## src/rtl/cs161_control_fsm_pkg.sv

```systemverilog
// Shared encodings for the cs161 multi-cycle control unit: opcodes, functs,
// ALU control codes, FSM state encoding, instruction classes and error codes.
package cs161_pkg;

  localparam logic [5:0] OP_RTYPE = 6'h00;
  localparam logic [5:0] OP_LW    = 6'h23;
  localparam logic [5:0] OP_SW    = 6'h2B;
  localparam logic [5:0] OP_BEQ   = 6'h04;
  localparam logic [5:0] OP_ADDI  = 6'h08;
  localparam logic [5:0] OP_SLTI  = 6'h0A;

  localparam logic [5:0] FN_ADD = 6'h20;
  localparam logic [5:0] FN_SUB = 6'h22;
  localparam logic [5:0] FN_AND = 6'h24;
  localparam logic [5:0] FN_OR  = 6'h25;
  localparam logic [5:0] FN_NOR = 6'h27;
  localparam logic [5:0] FN_SLT = 6'h2A;

  localparam logic [3:0] ALU_AND = 4'b0000;
  localparam logic [3:0] ALU_OR  = 4'b0001;
  localparam logic [3:0] ALU_ADD = 4'b0010;
  localparam logic [3:0] ALU_SUB = 4'b0110;
  localparam logic [3:0] ALU_SLT = 4'b0111;
  localparam logic [3:0] ALU_NOR = 4'b1100;

  typedef enum logic [2:0] {
    S_FETCH  = 3'd0,
    S_DECODE = 3'd1,
    S_EXEC   = 3'd2,
    S_MEM    = 3'd3,
    S_WB     = 3'd4,
    S_TRAP   = 3'd7
  } state_e;

  // CLS_IMM covers addi/slti: both are reg-immediate ALU ops with writeback
  typedef enum logic [2:0] {
    CLS_NONE, CLS_R, CLS_IMM, CLS_LW, CLS_SW, CLS_BEQ
  } cls_e;

  typedef enum logic [1:0] {
    ERR_NONE    = 2'd0,
    ERR_ILLEGAL = 2'd1,
    ERR_IMEM    = 2'd2,
    ERR_DMEM    = 2'd3
  } err_e;

  typedef struct packed {
    cls_e       cls;
    logic [3:0] alu_op;
    logic       legal;
  } dec_t;

endpackage

```

## src/rtl/cs161_control_fsm_if.sv

```systemverilog
// Control-unit <-> datapath/memory bundle. master = control FSM side.
interface cs161_control_fsm_if #(parameter int CNT_W = 32);
  logic [5:0]       instr_op;
  logic [5:0]       funct;
  logic             imem_ready;
  logic             dmem_ready;
  logic             fetch_req;
  logic             ir_write;
  logic             pc_write;
  logic             reg_dst;
  logic             branch;
  logic             mem_read;
  logic             mem_to_reg;
  logic             mem_write;
  logic             alu_src;
  logic             reg_write;
  logic [3:0]       alu_op;
  logic [2:0]       state_dbg;
  logic [1:0]       err_code;
  logic [CNT_W-1:0] retired;

  modport master (
    input  instr_op, funct, imem_ready, dmem_ready,
    output fetch_req, ir_write, pc_write, reg_dst, branch, mem_read,
           mem_to_reg, mem_write, alu_src, reg_write, alu_op,
           state_dbg, err_code, retired
  );

  modport slave (
    output instr_op, funct, imem_ready, dmem_ready,
    input  fetch_req, ir_write, pc_write, reg_dst, branch, mem_read,
           mem_to_reg, mem_write, alu_src, reg_write, alu_op,
           state_dbg, err_code, retired
  );
endinterface

```

## src/rtl/cs161_control_fsm_decode.sv

```systemverilog
// Combinational instruction decode: opcode/funct -> {class, ALU code, legal}.
module cs161_ctrl_decode
  import cs161_pkg::*;
(
  input  logic [5:0] instr_op,
  input  logic [5:0] funct,
  output dec_t       dec
);

  // funct is only meaningful for R-type; I-types ignore it entirely
  always_comb begin
    dec = '{cls: CLS_NONE, alu_op: ALU_AND, legal: 1'b0};
    case (instr_op)
      OP_RTYPE: begin
        dec.cls   = CLS_R;
        dec.legal = 1'b1;
        case (funct)
          FN_ADD:  dec.alu_op = ALU_ADD;
          FN_SUB:  dec.alu_op = ALU_SUB;
          FN_AND:  dec.alu_op = ALU_AND;
          FN_OR:   dec.alu_op = ALU_OR;
          FN_NOR:  dec.alu_op = ALU_NOR;
          FN_SLT:  dec.alu_op = ALU_SLT;
          default: dec.legal  = 1'b0;
        endcase
      end
      OP_LW:   dec = '{cls: CLS_LW,  alu_op: ALU_ADD, legal: 1'b1};
      OP_SW:   dec = '{cls: CLS_SW,  alu_op: ALU_ADD, legal: 1'b1};
      OP_BEQ:  dec = '{cls: CLS_BEQ, alu_op: ALU_SUB, legal: 1'b1};
      OP_ADDI: dec = '{cls: CLS_IMM, alu_op: ALU_ADD, legal: 1'b1};
      OP_SLTI: dec = '{cls: CLS_IMM, alu_op: ALU_SLT, legal: 1'b1};
      default: ;
    endcase
  end

endmodule

```

## src/rtl/cs161_control_fsm.sv

```systemverilog
// Multi-cycle control FSM: FETCH/DECODE/EXEC/MEM/WB with ready handshakes,
// wait-counter timeouts, sticky TRAP and a retired-instruction counter.
module cs161_control_fsm
  import cs161_pkg::*;
#(
  parameter int TIMEOUT = 255,
  parameter int CNT_W   = 32
) (
  input  logic                clk,
  input  logic                rst,
  cs161_control_fsm_if.master bus
);

  localparam int         WC_W  = 16;
  localparam logic [WC_W-1:0] TMO_W = WC_W'(TIMEOUT);

  state_e           state_q, state_d;
  cls_e             cls_q, cls_d;
  logic [3:0]       alu_q, alu_d;
  err_e             err_q, err_d;
  logic [WC_W-1:0]  wcnt_q, wcnt_d;
  logic [CNT_W-1:0] ret_q, ret_d;
  dec_t             dec;

  logic fetch_req, ir_write, pc_write, reg_dst, branch, mem_read;
  logic mem_to_reg, mem_write, alu_src, reg_write;
  logic [3:0] alu_op;

  cs161_ctrl_decode u_dec (
    .instr_op (bus.instr_op),
    .funct    (bus.funct),
    .dec      (dec)
  );

  // state, latched decode, error, wait counter and retire counter
  always_ff @(posedge clk) begin
    if (rst) begin
      state_q <= S_FETCH;
      cls_q   <= CLS_NONE;
      alu_q   <= '0;
      err_q   <= ERR_NONE;
      wcnt_q  <= '0;
      ret_q   <= '0;
    end else begin
      state_q <= state_d;
      cls_q   <= cls_d;
      alu_q   <= alu_d;
      err_q   <= err_d;
      wcnt_q  <= wcnt_d;
      ret_q   <= ret_d;
    end
  end

  // next state; wait counter defaults to 0 so every state change clears it
  always_comb begin
    state_d = state_q;
    cls_d   = cls_q;
    alu_d   = alu_q;
    err_d   = err_q;
    wcnt_d  = '0;
    ret_d   = ret_q;
    case (state_q)
      S_FETCH: begin
        if (bus.imem_ready) begin
          state_d = S_DECODE;
        end else if (wcnt_q == TMO_W) begin
          state_d = S_TRAP;
          err_d   = ERR_IMEM;
        end else begin
          wcnt_d = wcnt_q + WC_W'(1);
        end
      end
      S_DECODE: begin
        cls_d = dec.cls;
        alu_d = dec.alu_op;
        if (dec.legal) begin
          state_d = S_EXEC;
        end else begin
          state_d = S_TRAP;
          err_d   = ERR_ILLEGAL;
        end
      end
      S_EXEC: begin
        case (cls_q)
          CLS_LW, CLS_SW: state_d = S_MEM;
          CLS_BEQ: begin
            state_d = S_FETCH;
            ret_d   = ret_q + CNT_W'(1);
          end
          default: state_d = S_WB;
        endcase
      end
      S_MEM: begin
        if (bus.dmem_ready) begin
          if (cls_q == CLS_SW) begin
            state_d = S_FETCH;
            ret_d   = ret_q + CNT_W'(1);
          end else begin
            state_d = S_WB;
          end
        end else if (wcnt_q == TMO_W) begin
          state_d = S_TRAP;
          err_d   = ERR_DMEM;
        end else begin
          wcnt_d = wcnt_q + WC_W'(1);
        end
      end
      S_WB: begin
        state_d = S_FETCH;
        ret_d   = ret_q + CNT_W'(1);
      end
      S_TRAP: ;
      default: state_d = S_FETCH;
    endcase
  end

  // control decode from state + latched class; all forced low while in reset
  always_comb begin
    fetch_req  = 1'b0;
    ir_write   = 1'b0;
    pc_write   = 1'b0;
    reg_dst    = 1'b0;
    branch     = 1'b0;
    mem_read   = 1'b0;
    mem_to_reg = 1'b0;
    mem_write  = 1'b0;
    alu_src    = 1'b0;
    reg_write  = 1'b0;
    alu_op     = '0;
    if (!rst) begin
      case (state_q)
        S_FETCH: begin
          fetch_req = 1'b1;
          ir_write  = bus.imem_ready;
          pc_write  = bus.imem_ready;
        end
        S_EXEC: begin
          alu_op = alu_q;
          case (cls_q)
            CLS_R:                  reg_dst = 1'b1;
            CLS_IMM, CLS_LW, CLS_SW: alu_src = 1'b1;
            CLS_BEQ: begin
              branch   = 1'b1;
              pc_write = 1'b1;
            end
            default: ;
          endcase
        end
        S_MEM: begin
          alu_src   = 1'b1;
          alu_op    = ALU_ADD;
          mem_read  = (cls_q == CLS_LW);
          mem_write = (cls_q == CLS_SW);
        end
        S_WB: begin
          reg_write = 1'b1;
          case (cls_q)
            CLS_LW: mem_to_reg = 1'b1;
            CLS_R:  reg_dst    = 1'b1;
            CLS_IMM: begin
              alu_src = 1'b1;
              alu_op  = alu_q;
            end
            default: ;
          endcase
        end
        default: ;
      endcase
    end
  end

  assign bus.fetch_req  = fetch_req;
  assign bus.ir_write   = ir_write;
  assign bus.pc_write   = pc_write;
  assign bus.reg_dst    = reg_dst;
  assign bus.branch     = branch;
  assign bus.mem_read   = mem_read;
  assign bus.mem_to_reg = mem_to_reg;
  assign bus.mem_write  = mem_write;
  assign bus.alu_src    = alu_src;
  assign bus.reg_write  = reg_write;
  assign bus.alu_op     = alu_op;
  assign bus.state_dbg  = rst ? 3'd0 : state_q;
  assign bus.err_code   = rst ? 2'd0 : err_q;
  assign bus.retired    = rst ? '0 : ret_q;

endmodule

```

## src/flat_wrapper.sv

```systemverilog
// flat-port wrapper written by rule: the top's interface ports become plain ports
module cs161_control_fsm_flat import cs161_pkg::*;
#(
  parameter int TIMEOUT = 255,
  parameter int CNT_W   = 32
)
  (clk, rst, bus_instr_op, bus_funct, bus_imem_ready, bus_dmem_ready, bus_fetch_req, bus_ir_write, bus_pc_write, bus_reg_dst, bus_branch, bus_mem_read, bus_mem_to_reg, bus_mem_write, bus_alu_src, bus_reg_write, bus_alu_op, bus_state_dbg, bus_err_code, bus_retired);
  cs161_control_fsm_if #(.CNT_W(CNT_W)) bus_i ();
  input  logic clk;
  input  logic rst;
  input wire logic [$bits(bus_i.instr_op)-1:0] bus_instr_op;
  input wire logic [$bits(bus_i.funct)-1:0] bus_funct;
  input wire logic [$bits(bus_i.imem_ready)-1:0] bus_imem_ready;
  input wire logic [$bits(bus_i.dmem_ready)-1:0] bus_dmem_ready;
  output wire logic [$bits(bus_i.fetch_req)-1:0] bus_fetch_req;
  output wire logic [$bits(bus_i.ir_write)-1:0] bus_ir_write;
  output wire logic [$bits(bus_i.pc_write)-1:0] bus_pc_write;
  output wire logic [$bits(bus_i.reg_dst)-1:0] bus_reg_dst;
  output wire logic [$bits(bus_i.branch)-1:0] bus_branch;
  output wire logic [$bits(bus_i.mem_read)-1:0] bus_mem_read;
  output wire logic [$bits(bus_i.mem_to_reg)-1:0] bus_mem_to_reg;
  output wire logic [$bits(bus_i.mem_write)-1:0] bus_mem_write;
  output wire logic [$bits(bus_i.alu_src)-1:0] bus_alu_src;
  output wire logic [$bits(bus_i.reg_write)-1:0] bus_reg_write;
  output wire logic [$bits(bus_i.alu_op)-1:0] bus_alu_op;
  output wire logic [$bits(bus_i.state_dbg)-1:0] bus_state_dbg;
  output wire logic [$bits(bus_i.err_code)-1:0] bus_err_code;
  output wire logic [$bits(bus_i.retired)-1:0] bus_retired;
  assign bus_i.instr_op = bus_instr_op;
  assign bus_i.funct = bus_funct;
  assign bus_i.imem_ready = bus_imem_ready;
  assign bus_i.dmem_ready = bus_dmem_ready;
  assign bus_fetch_req = bus_i.fetch_req;
  assign bus_ir_write = bus_i.ir_write;
  assign bus_pc_write = bus_i.pc_write;
  assign bus_reg_dst = bus_i.reg_dst;
  assign bus_branch = bus_i.branch;
  assign bus_mem_read = bus_i.mem_read;
  assign bus_mem_to_reg = bus_i.mem_to_reg;
  assign bus_mem_write = bus_i.mem_write;
  assign bus_alu_src = bus_i.alu_src;
  assign bus_reg_write = bus_i.reg_write;
  assign bus_alu_op = bus_i.alu_op;
  assign bus_state_dbg = bus_i.state_dbg;
  assign bus_err_code = bus_i.err_code;
  assign bus_retired = bus_i.retired;
  cs161_control_fsm #(.TIMEOUT(TIMEOUT), .CNT_W(CNT_W)) u_core (.clk(clk), .rst(rst), .bus(bus_i));
endmodule
```

## config.mk

```make
export PLATFORM = sky130hd
export DESIGN_NAME = cs161_control_fsm_flat
export DESIGN_NICKNAME = d
export VERILOG_FILES = /design/src/rtl/cs161_control_fsm_pkg.sv /design/src/rtl/cs161_control_fsm_if.sv /design/src/rtl/cs161_control_fsm_decode.sv /design/src/rtl/cs161_control_fsm.sv /design/src/flat_wrapper.sv
export SDC_FILE = /design/constraint.sdc
export NUM_CORES = 1
export LEC_CHECK = 0
export BUFFER_PORTS_ARGS = -buffer_cell sky130_fd_sc_hd__buf_2
export CORE_MARGIN = 3
export CORE_UTILIZATION = 50
export DETAILED_ROUTE_END_ITERATION = 7
export PLACE_DENSITY = 0.76
export SYNTH_ARGS = -nofsm -noshare
export SYNTH_HDL_FRONTEND = slang
export SYNTH_HIERARCHICAL = 1
export SYNTH_SLANG_ARGS = --single-unit
export TNS_END_PERCENT = 50
```

## constraint.sdc

```tcl
create_clock -name clk -period 2.4 [get_ports clk]
set_clock_uncertainty 0.15 [all_clocks]
set_input_delay 0.48 -clock clk [delete_from_list [all_inputs] [get_ports clk]]
set_output_delay 0.48 -clock clk [all_outputs]
set_load 0.01 [all_outputs]
```

Word-level counts from Yosys, hierarchy flattened
Cells that the tools add are included.
Widths: inputs -> output; s select.
{"block": "op_classes", "n_addsub": 2, "eq_ne": 30, "muxes": 55, "reduce_logical": 10}
{"cell": "$mux 32", "n": 4}
{"cell": "$pmux 32 s3", "n": 1}
{"cell": "$eq 6x6->1 const B", "n": 8}
{"cell": "$mux 16", "n": 3}
{"cell": "$pmux 8 s6", "n": 1}
{"cell": "$add 32x1->32 const B", "n": 1}
{"cell": "$pmux 16 s2", "n": 1}
{"cell": "$mux 1", "n": 24}
{"cell": "$pmux 4 s5", "n": 1}
{"cell": "$mux 3", "n": 6}
{"cell": "$add 16x1->16 const B", "n": 1}
{"cell": "$eq 16x8->1 const B", "n": 1}
{"cell": "$pmux 3 s5", "n": 1}
{"cell": "$eq 3x2->1 const B", "n": 4}
{"cell": "$eq 3x3->1 const B", "n": 4}
{"cell": "$eq 6x4->1 const B", "n": 2}
{"cell": "$mux 2", "n": 6}
{"cell": "$pmux 4 s3", "n": 1}
{"cell": "$ne 2x2->1 const B", "n": 5}
{"cell": "$mux 4", "n": 2}
{"cell": "$eq 3x1->1 const B", "n": 2}
{"cell": "$eq 6x3->1 const B", "n": 1}
{"cell": "$logic_not 6->1", "n": 1}
{"cell": "$ne 2x1->1 const B", "n": 3}
{"cell": "other kinds (11)", "n": 13}
{"block": "word_totals", "regBits": 60, "inputBits": 16, "output_inout_bits": 51, "elab_cells": 103}

Depth between registers and ports, before layout
{"block": "logic_depth", "word_depth": 6, "depth_mapped": 8, "depth_no_buf": 7}

Cells and area by module
Netlist, hierarchy kept.
{"mod": "cs161_control_fsm", "n_inst": 1, "cells_each": 413, "area_each_um2": 3264.4, "seq_area_each_um2": 1201.2}
{"mod": "cs161_ctrl_decode", "n_inst": 1, "cells_each": 41, "area_each_um2": 261.5, "seq_area_each_um2": 0.0}

Worst setup path after synthesis
Ideal clock, no wire load.
{"block": "synth_path", "path_type": "register to register", "startpoint": "reg u_core.ret_q[10]", "endpoint": "reg u_core.ret_q[30]", "setup_ns": 0.123, "t_arrival_ns": 2.229, "required_ns": 2.127, "slack_ns": -0.103, "path_stages_with_launch": 7, "path_buffers": 1, "period_less_slack_ns": 2.503, "cell_sequence": "dfxtp_1 -> nand3_2 -> or4_1 -> or4_1 -> buf_2 -> nor4_1 -> mux2_1"}
{"block": "synth_between", "elab_chain_len": 4, "elab_cells_between_ends": 5, "cone_classes": "add/sub: 1; mux: 4"}
{"element": "start, declared", "line_no": "cs161_control_fsm.sv:22", "source": "logic [CNT_W-1:0] ret_q, ret_d;"}
{"element": "start signal, assigned", "line_no": "cs161_control_fsm.sv:50", "source": "ret_q <= ret_d;"}
{"element": "$add 32x1->32 (*)", "line_no": "cs161_control_fsm.sv:88, cs161_control_fsm.sv:97, cs161_control_fsm.sv:110"}
{"element": "$mux 32", "line_no": "cs161_control_fsm.sv:95", "source": "if (cls_q == CLS_SW) begin"}
{"element": "$mux 32", "line_no": "cs161_control_fsm.sv:94", "source": "if (bus.dmem_ready) begin"}
{"element": "$pmux 32 s3 (*)", "line_no": "cs161_control_fsm.sv:62", "source": "case (state_q)"}
Every way passes the cells marked *; elsewhere a longest branch is shown, timed or not. The select of a mux whose other input is x is not followed.
A chain may end at the register's enable or synchronous reset.

Worst setup path after layout
{"block": "layout_path", "startpoint": "reg u_core.state_q[0]", "endpoint": "out bus_pc_write"}
{"block": "layout_between", "elab_chain_len": 3, "elab_cells_between_ends": 4, "cone_classes": "eq/ne: 1; mux: 2; reduce/logical: 1"}
{"element": "start, declared", "line_no": "cs161_control_fsm.sv:17", "source": "state_e state_q, state_d;"}
{"element": "start signal, assigned", "line_no": "cs161_control_fsm.sv:45", "source": "state_q <= state_d;"}
{"element": "$eq 3x2->1 / $logic_not 3->1 (equally long branches)", "line_no": "cs161_control_fsm.sv:131", "source": "case (state_q)"}
{"element": "$pmux 1 s2 (*)", "line_no": "cs161_control_fsm.sv:131"}
{"element": "$mux 1 (*)", "line_no": "cs161_control_fsm.sv:130", "source": "if (!rst) begin"}
{"element": "end, declared", "line_no": "flat_wrapper.sv:17", "source": "output wire logic [$bits(bus_i.pc_write)-1:0] bus_pc_write;"}
Every way passes the cells marked *; elsewhere a longest branch is shown, timed or not.

==> results.md <==
- Synth Net Count: 472
- Share of cells above drive strength 1: 0.303
- Fin crit share: 0.990
- Post-synthesis adder-cell area fraction: 0.00710
- Post-DP HPWL: 6360 um
- CTS Buf Count: 9
- Ys flop type: dfxtp_1
- Total power: approximately 0.0029 W
- Avg WL per Cell: 13.4 um
- Post-synth EDFFs: 0
- Max Buffers Root-to-Sink: 2
- Post-synthesis compound-gate area fraction: 0.122
- Setup CP Type: reg -> out
- Port buffer count: 66
- Mapped Avg Cell Area: about 7.8 um^2
- Sequential area share after synthesis: 0.341
- First-pass DRT Iterations: 5
- XOR/XNOR Fraction of Synth Area: 0.0770
- Lkg Pwr: 1.84 nW
- Final worst path period need: 2.38 ns
- HP Class: reg -> reg
- Setup ws final: about 0.024 ns
- Skew-Pair Late Insertion Delay: 0.35 ns
- Seq cells post-synth: 60
- Largest family of logic cells by synthesized area: simple AND/OR/NAND/NOR gates
- Initial DRC count: around 180
- Setup TNS: 0 ns
- Via count: 3535
- Slew headroom: 0.620
- Initial antenna violation count: 0
- CTS tree: built
- MaxCap Viol Count: 0
- Largest net degree at the start of global routing: 62
- Post-synth ARST share: 0
- Mapped cell area: 3530 um^2
- Post-synthesis simple-gate area fraction: 0.388
- Initial Utilization: 0.534
- Pwr/cell area: 643 nW/um^2
- Max Transition Viols Final: 0
- Cells after synthesis: about 450
- Count of different cell masters after synthesis: 51
- Die Span Y: 90.0 um
- Routed WL: 8700 um
- # setup viols final: 0
- Multiplexer share of the synthesized area: 0.0316
- RSZ-0062 raised after global routing: true
- Fillers: 565
- Critical Path AT: 1.75 ns
- Status: finished, final reports clean
- Dpl cells: around 630
- Congestion Overflow GR: 0
- Fmax: 421 MHz
- ANT cells: 0
- Drt via density: approximately 5.5
- Footprint of the multi-input gates: 2340 um^2
- Non-Filler Instances: ~650
- CP Launch Type: flop
- FF+latch area: 1210 um^2
- Die Wd: roughly 90 um
- H-tree depth: 3
- Crit path capture type: primary output
- DRC: 0
- Core area: around 6600 um^2
- Num rows: 29
- First-pass GRT wire length: roughly 15000 um
- Util after Layout: 0.693
- Place WS: -0.212 ns
- Routed Antenna Nets: 0
- Clock transition at path regs: about 0.070 ns
- GP Congestion: 0.813
- GR Util All Layers: 0.218
- Clk sinks: 60
- Worst slew pin tran: 0.570 ns
- Root Buffer: clkbuf_8
- Vias in the first global route: 3342
- Nets: roughly 570
- YS warnings: 6
- Req. time, crit path: 1.77 ns
- Worst Path Max Fanout: 11
- Final Hold Viols: 0
- Worst VDD drop: 510 uV
- DIE AREA: 8100 um^2
- Area growth syn-to-layout: 29.9%
- I/O pins: 67
[sequential cells by signal (all words and copies together), names as in the netlist]
register,flops
u_core/cls_q,3
u_core/state_q,3
u_core/alu_q,4
u_core/wcnt_q,16
u_core/ret_q,32
u_core/err_q,2
[per-stage QoR]
stage	instance area [um^2]	hold slack, ns
floorplan	3570	0.263
global placement	4230	0.273
detailed placement	4230	0.303
CTS	4530	0.314
global route	4580	0.332
finish	4580	0.305
[power by group]
part,internal [W],total (W),switching [W]
logic,0.000346,0.000822,0.000476
clock network,0.000591,0.00102,0.000433
registers,0.00105,0.00110,0.0000509
total,0.00199,0.00295,0.000960
[logic make-up (layout without fill, tap and decap cells)]
kind of cell,Yosys count,in the layout
mux,10,10
simple gates,251,251
buf+inv,30,131
fa+ha+maj,2,2
xor+xnor,31,31
compound gates,70,70
flops,60,60
[synth_stat cells, drive strengths merged (9+ instances only)]
cell type / instances / area [um^2]
a21oi: 24 / 120
clkbuf: 19 / 71.3
dfxtp: 60 / 1200
mux2: 9 / 101
nand2: 27 / 101
nand3: 18 / 95.1
nor2: 69 / 259
nor2b: 42 / 263
nor3: 18 / 90.1
o21ai: 19 / 95.1
xnor2: 19 / 166
xor2: 12 / 105
[critical path: stages, from the launching register on]
cell and delay, ns:
dfxtp_2 0.36, buf_4 0.18, or3b_4 0.41, nor3_2 0.19, or2_2 0.14, buf_2 0.12
[layer usage]
layer	wire (um)	part of all wire	vias to the layer above	global-route usage
met5	0	0	-	0
met4	127	0.015	0	0.0867
met3	372	0.043	14	0.0417
met2	4340	0.50	84	0.377
met1	3860	0.44	1637	0.267
li1	-	-	1800	-
[area by class of cell]
class                      count  area share
tap                           93      0.0254
sequential                    60       0.265
multi-input combinational    364       0.511
clock buffer                   9      0.0270
timing repair buffer         109       0.145
clock inverter                 7      0.0219
inverter                       6     0.00492
[repair_timing]
| action | in CTS | in global routing |
|---|---|---|
| hold buffers | 0 | 0 |
| gates resized for setup | 19 | 10 |
| setup endpoints to repair | 13 | 11 |
| buffers inserted | 1 | 0 |
| pin swaps | 3 | 2 |
| endpoints found under the hold margin | 0 | 0 |
[worst paths after layout]
check,slack (ns),start,to,cells past startpoint
setup / recovery,0.02,u_core/state_q[0],bus_pc_write,5
setup reg to reg,0.06,u_core/ret_q[13],u_core/ret_q[24],5
hold reg to reg,0.30,u_core/wcnt_q[0],u_core/wcnt_q[0],1
hold / removal,0.30,u_core/wcnt_q[0],u_core/wcnt_q[0],1
[cells in the final DEF (no fill, tap or decap), drive strengths merged, types with 7 or more instances in the layout]
cell     synthesis  routed
buf              5     109
nor2            69      69
dfxtp           60      60
nor2b           42      42
nand2           27      27
a21oi           24      24
xnor2           19      19
o21ai           19      19
nand3           18      18
nor3            18      18
xor2            12      12
clkbuf          19       9
mux2             9       9
nand4            8       8
and3             8       8
o2111ai          8       8
inv              6       7
nor4             7       7
Power figures use the tool's default switching activity.
